$ cat src/rtl/pipeline_stall_ctrl.sv
// Pipeline stall / bubble sequencer for the five-stage core.
// Turns hazard-unit stall requests, EX redirects and memory waits into
// per-stage enable, flush and bubble controls for PC, IF/ID and ID/EX.
// The unit also keeps a saturating count of cycles lost to hazard bubbles.
//
// state | meaning
// ------+-----------------------------------------------------------
// IDLE  | pipeline flowing; a stall_req starts a bubble sequence
// STALL | bubble sequence in progress; stall_counter is the position
module pipeline_stall_ctrl #(
    parameter int unsigned STALL_CYCLES = 2,
    parameter int unsigned CNT_W        = 2,
    parameter int unsigned PERF_W       = 32
) (
    input  logic              clk,
    input  logic              rst_n,
    input  logic              stall_req,
    input  logic              flush_req,
    input  logic              mem_wait,
    input  logic              perf_clr,
    output logic [CNT_W-1:0]  stall_counter,
    output logic              pc_en,
    output logic              if_id_en,
    output logic              if_id_flush,
    output logic              id_ex_en,
    output logic              id_ex_bubble,
    output logic              stall_active,
    output logic [PERF_W-1:0] stall_cycles
);

    typedef enum logic {
        IDLE  = 1'b0,
        STALL = 1'b1
    } state_t;

    localparam logic [CNT_W-1:0] CNT_LAST = CNT_W'(STALL_CYCLES - 1);
    localparam logic [CNT_W-1:0] CNT_ONE  = CNT_W'(1);

    state_t            state_q, state_d;
    logic [CNT_W-1:0]  stall_counter_q, stall_counter_d;
    logic [PERF_W-1:0] stall_cycles_q, stall_cycles_d;

    // State, sequence position and perf counter registers
    always_ff @(posedge clk or negedge rst_n) begin
        if (!rst_n) begin
            state_q         <= IDLE;
            stall_counter_q <= '0;
            stall_cycles_q  <= '0;
        end else begin
            state_q         <= state_d;
            stall_counter_q <= stall_counter_d;
            stall_cycles_q  <= stall_cycles_d;
        end
    end

    // Next-state: mem_wait freezes everything, flush aborts, stall sequences
    always_comb begin
        state_d         = state_q;
        stall_counter_d = stall_counter_q;
        if (mem_wait) begin
            state_d         = state_q;
            stall_counter_d = stall_counter_q;
        end else if (flush_req) begin
            state_d         = IDLE;
            stall_counter_d = '0;
        end else if (state_q == STALL) begin
            if (stall_counter_q == CNT_LAST) begin
                state_d         = IDLE;
                stall_counter_d = '0;
            end else begin
                stall_counter_d = stall_counter_q + CNT_ONE;
            end
        end else if (stall_req) begin
            // A single-cycle stall never leaves IDLE.
            if (STALL_CYCLES > 1) begin
                state_d         = STALL;
                stall_counter_d = CNT_ONE;
            end
        end
    end

    // Stage controls, combinational from state and requests (zero latency)
    always_comb begin
        pc_en        = 1'b1;
        if_id_en     = 1'b1;
        if_id_flush  = 1'b0;
        id_ex_en     = 1'b1;
        id_ex_bubble = 1'b0;
        stall_active = 1'b0;
        if (mem_wait) begin
            pc_en    = 1'b0;
            if_id_en = 1'b0;
            id_ex_en = 1'b0;
        end else if (flush_req) begin
            if_id_flush  = 1'b1;
            id_ex_bubble = 1'b1;
        end else if ((state_q == STALL) || stall_req) begin
            pc_en        = 1'b0;
            if_id_en     = 1'b0;
            id_ex_bubble = 1'b1;
            stall_active = 1'b1;
        end
    end

    // Saturating bubble-cycle counter; clear wins over increment
    always_comb begin
        stall_cycles_d = stall_cycles_q;
        if (perf_clr) begin
            stall_cycles_d = '0;
        end else if (stall_active && (stall_cycles_q != {PERF_W{1'b1}})) begin
            stall_cycles_d = stall_cycles_q + PERF_W'(1);
        end
    end

    assign stall_counter = stall_counter_q;
    assign stall_cycles  = stall_cycles_q;

endmodule

$ cat config.mk
export PLATFORM = sky130hd
export DESIGN_NAME = pipeline_stall_ctrl
export DESIGN_NICKNAME = d
export VERILOG_FILES = /design/src/rtl/pipeline_stall_ctrl.sv
export SDC_FILE = /design/constraint.sdc
export NUM_CORES = 1
export LEC_CHECK = 0
export ABC_AREA = 1
export CAP_MARGIN = 15
export CORE_AREA = 2 2 92 94
export DETAILED_ROUTE_END_ITERATION = 10
export DIE_AREA = 0 0 94 96
export PLACE_DENSITY = 0.57
export SYNTH_ARGS = -nofsm -noshare
export SYNTH_HDL_FRONTEND = slang
export SYNTH_SLANG_ARGS = --single-unit
$ cat constraint.sdc
create_clock -name clk -period 2.34 [get_ports clk]
set_clock_uncertainty 0.05 [all_clocks]
set_input_delay 0.234 -clock clk [delete_from_list [all_inputs] [get_ports clk]]
set_output_delay 0.234 -clock clk [all_outputs]
set_load 0.005 [all_outputs]
# After elaboration in Yosys (flattened, before gate mapping)
# Index checks and enable logic that the tools add are counted.
# classes
reduce_logical	5
eq_ne	2
bitwise_logic	1
mux	21
n_addsub	2
# op_table
operator	count
$mux W32	2
$add A32 B1 Y32 const B	1
$ne A32 B32 Y1 const B	1
$mux W1	15
$mux W2	4
$reduce_bool A3 Y1	1
$add A2 B1 Y2 const B	1
$eq A2 B1 Y1 const B	1
$reduce_and A2 Y1	1
$reduce_bool A2 Y1	1
$logic_and A1 B1 Y1	1
$logic_or A1 B1 Y1	1
$not A1 Y1	1
# word_totals
input_bits	6
ff_bits	35
output_inout_bits	40

# Depth between registers and ports, before layout
# logic_depth
depth_word	7
depth_mapped	12
ltp_nobuf	11

# Worst setup path after synthesis
# Ideal clock, no wire load.
# synth_path
path_kind	reg2reg
from	reg stall_cycles_q[0], in the netlist stall_cycles[0]
to	reg stall_cycles_q[21], in the netlist stall_cycles[21]
n_path_buf	1
path_slack_ps	611
t_arrival_ps	1562
setup_time_ps	118
path_stages_with_launch	12
required_time_ps	2172
cell_sequence	dfrtp_1 -> ha_1 -> nand2_2 -> nor2_4 -> nand2_4 -> nor2_4 -> nand2_1 -> nand2_2 -> nand2_4 -> buf_2 -> nand3_1 -> nand2_1
# synth_between
elab_chain_len	3
elab_cells_between_ends	6
# synth_lines
element	line_no	rtl
from (decl)	41	logic [PERF_W-1:0] stall_cycles_q, stall_cycles_d;
from (signal assigned)	52	stall_cycles_q <= stall_cycles_d;
$add A32 B1 Y32 / $ne A32 B32 Y1 (equally long branches)	111, 110	
$mux W32 / $logic_and A1 B1 Y1 (equally long branches)	110	end else if (stall_active && (stall_cycles_q != {PERF_W{1'b1}})) begin
$mux W32 / $reduce_bool A2 Y1 (equally long branches)	n/a	
# Parallel ways exist; a longest one is shown, timed or not. The select of a mux whose other input is x is not followed.
# A chain may end at the register's enable or synchronous reset.

# Worst setup path in the final report
# layout_path
from	reg stall_cycles_q[1], in the netlist stall_cycles[1]
to	reg stall_cycles_q[17], in the netlist stall_cycles[17]
# Same word-level chain as after synthesis.

==> key figures <==
Run status
  • Run status: complete, no violations

Power
  • Power Density: between 400 and 500 nW/um2
  • Leakage: 1.31 nW
  • Peak VDD IR: 0.217 mV

Setup path
  • Reg-to-reg endpoint: stall_cycles[17]
  • R2R cell count: 11
  • Setup crit end kind: register
  • Crit Reg-Reg Startpoint: stall_cycles[1]
  • WS Path Type: reg2reg
  • Data arrival, critical path: 2240 ps
  • CP max FO: 27
  • R2r setup slk: 290 ps
  • Startpoint types: register
  • Required @ worst endpoint: 2530 ps

Layout
  • Multi-input logic area: around 1300 um2
  • Finished Layout Cells: 523
  • FF+latch area: between 800 and 900 um2
  • Final core utilization: 37.8%
  • Number of diodes: 0
  • Commonest non-fill, non-tap cells in the layout: 145 x nand2_1, 56 x nor2_1, 44 x clkdlybuf4s50_1
  • Fillcell total: 860
  • Commonest non-fill, non-tap cell in the layout: nand2_1
  • Final net count: 424
  • Fraction of layout cells with a size suffix above 1: 6.94%
  • Area Growth Syn to Fin: 28.2%

Place
  • DP HPWL: between 4 and 5 mm
  • Buffers added on ports: 45
  • Placed Cells: 514
  • GP Congestion: 0.879

Timing
  • Peak Freq: between 400 and 500 MHz
  • Final count of pins violating max slew: 0
  • Setup TNS: 0 ps
  • Slew @ Worst Pin: 803 ps
  • Min cycle time layout: 2050 ps
  • Unrepaired setup endpoints after global routing: no
  • Setup Viol. Count Final: 0
  • Fin crit share: approximately 88%
  • Max_slew headroom: between 40 and 50%
  • Final hold violation count: 0

Global routing
  • GRT overflow: 0
  • Number of global-route vias before repair: ~2200
  • Initial antenna violation count: 0
  • Largest net degree at the start of global routing: 36
  • First-pass GRT wire length: 10.9 mm
  • GRT Overall Usage: about 15%

Synth
  • Post-synth cell types: 29
  • Synthesis-stage register bit count: 35
  • Syn Inst Count: 370
  • YS warnings: 0
  • Mapped Area: 2370 um2
  • Mean Syn Cell Area: roughly 6.4 um2
  • Synthesized Nets: about 380
  • Seq/Total Area, Yosys: 36.9%

Drt
  • Vias: 2408
  • DR vias/cell: 4.60
  • Avg WL per Cell: between 10 and 15 um
  • Total Routed Length: 6.50 mm
  • Post-route ant nets: 0
  • Drt first-iter violations: 118
  • DRC: 0
  • First-pass iteration count of the detailed router: 4

Min path
  • Min-delay src: stall_cycles[1]
  • Worst Hold Class: reg2reg
  • Hold Path Depth: 2
  • Hold Crit Endpoint: stall_cycles[1]

Floorplan
  • Die ar.: between 9000 and 10000 um2
  • Top Ports: 46
  • Die outline height: 96 um
  • Chip width: 94 um
  • Row cnt: 33
  • Core Region: a little over 8000 um2
  • Initial Util: 29.5%

Clock network
  • Clk slew on worst S/H paths: 70 ps
  • Depth of the CTS H-tree: 2
  • Root Buffer: clkbuf_8
  • Worst-Skew Late Latency: 290 ps
  • CTS tree: done
  • Post-cts resize count: 0
  • CTS Buf Count: 5
  • Clock Tree Buf Depth: 2
  • TritonCTS sink count: 35

Job
  • Max-cap violations: 0
[Yosys cell counts]
library cell,instances,area (um2)
xor2_1,5,43.8
or2_2,2,12.5
buf_4,1,7.51
nor3_1,1,5.00
nor2_2,3,18.8
xnor2_1,3,26.3
nand4_1,11,68.8
o221ai_1,1,8.76
o21ai_0,7,35.0
nand2_1,145,544
o21bai_1,1,7.51
nand3_1,29,145
buf_1,1,3.75
a21oi_2,1,8.76
ha_1,1,12.5
nor2_1,56,210
inv_1,35,131
inv_4,1,6.26
nand2_4,2,22.5
clkbuf_1,2,7.51
dfrtp_1,35,876
clkinv_1,1,3.75
o22ai_1,1,6.26
nand2_2,5,31.3
o21ai_1,5,25.0
nor2_4,3,33.8
buf_2,3,15.0
a21oi_1,7,35.0
buf_6,2,22.5
[cell type report]
cell class	instances	share of cell area (%)
Clock buffer	6	2.71
Clock inverter	2	1.15
Inverter	37	4.64
Multi-Input combinational cell	289	42.7
Sequential cell	35	28.8
Tap cell	105	4.31
Timing Repair Buffer	49	15.7
[worst max-delay path, stage by stage (launching register included)]
cell and delay, ps:
dfrtp_1 400, ha_1 220, nand2_2 80, nor2_4 180, nand2_4 100, nor2_4 180
nand2_1 90, nand2_2 80, nand2_4 160, inv_4 280, nand2_1 90, nand2_1 70
[worst max-delay path by stage]
stage | slack, ps | cells after the start | start | to
5_1_grt | 60 | 11 | stall_cycles[0] | stall_cycles[17]
2_1_floorplan | 610 | 11 | stall_cycles[0] | stall_cycles[21]
6_report | 290 | 11 | stall_cycles[1] | stall_cycles[17]
3_3_place_gp | 340 | 11 | stall_cycles[1] | stall_cycles[28]
3_5_place_dp | 280 | 11 | stall_cycles[1] | stall_cycles[17]
4_1_cts | 250 | 11 | stall_cycles[1] | stall_cycles[20]
[sequential cells by signal, indices dropped and copies added (netlist names)]
| register | flops |
|---|---|
| stall_cycles | 32 |
| state_q | 1 |
| stall_counter | 2 |
[layer usage]
layer | GRT usage, % | part of all wire, % | vias up
li1 | - | - | 1249
met1 | 21.3 | 48 | 1096
met2 | 24.4 | 45 | 57
met3 | 3.05 | 5.4 | 6
met4 | 3.99 | 1.1 | 0
met5 | 0 | 0 | -
[power breakdown]
group	switching (mW)	internal, mW
logic	0.0690	0.0398
clock network	0.229	0.345
registers	0.00405	0.610
[kinds of logic (layout without fill, tap and decap cells)]
| group | Yosys count | count (layout) | synth area share [%] |
|---|---|---|---|
| AND/OR/NAND/NOR | 257 | 257 | 46.0 |
| buffers and inverters | 46 | 94 | 8.32 |
| flip-flops | 35 | 35 | 36.9 |
| AO/OA/AOI/OAI | 23 | 23 | 5.32 |
| XOR/XNOR | 8 | 8 | 2.95 |
| adder cells (fa/ha/maj) | 1 | 1 | 0.527 |
[per-stage QoR]
| stage | setup slack (ps) | hold slack, ps | power, mW | cell area (um2) |
|---|---|---|---|---|
| finish | 288 | 502 | 1.30 | 3050 |
| global route | 57.2 | 538 | 1.36 | 3050 |
| CTS | 252 | 500 | 1.33 | 3050 |
| detailed placement | 283 | 319 | 0.735 | 2920 |
| global placement | 344 | 307 | 0.735 | 2920 |
| floorplan | 611 | -112 | 0.683 | 2370 |
[what timing repair did]
item,4_1_cts,5_1_grt
endpoints found under the hold margin,24,0
hold buffers,1,0
setup buffers,0,0
Power figures use the tool's default switching activity.
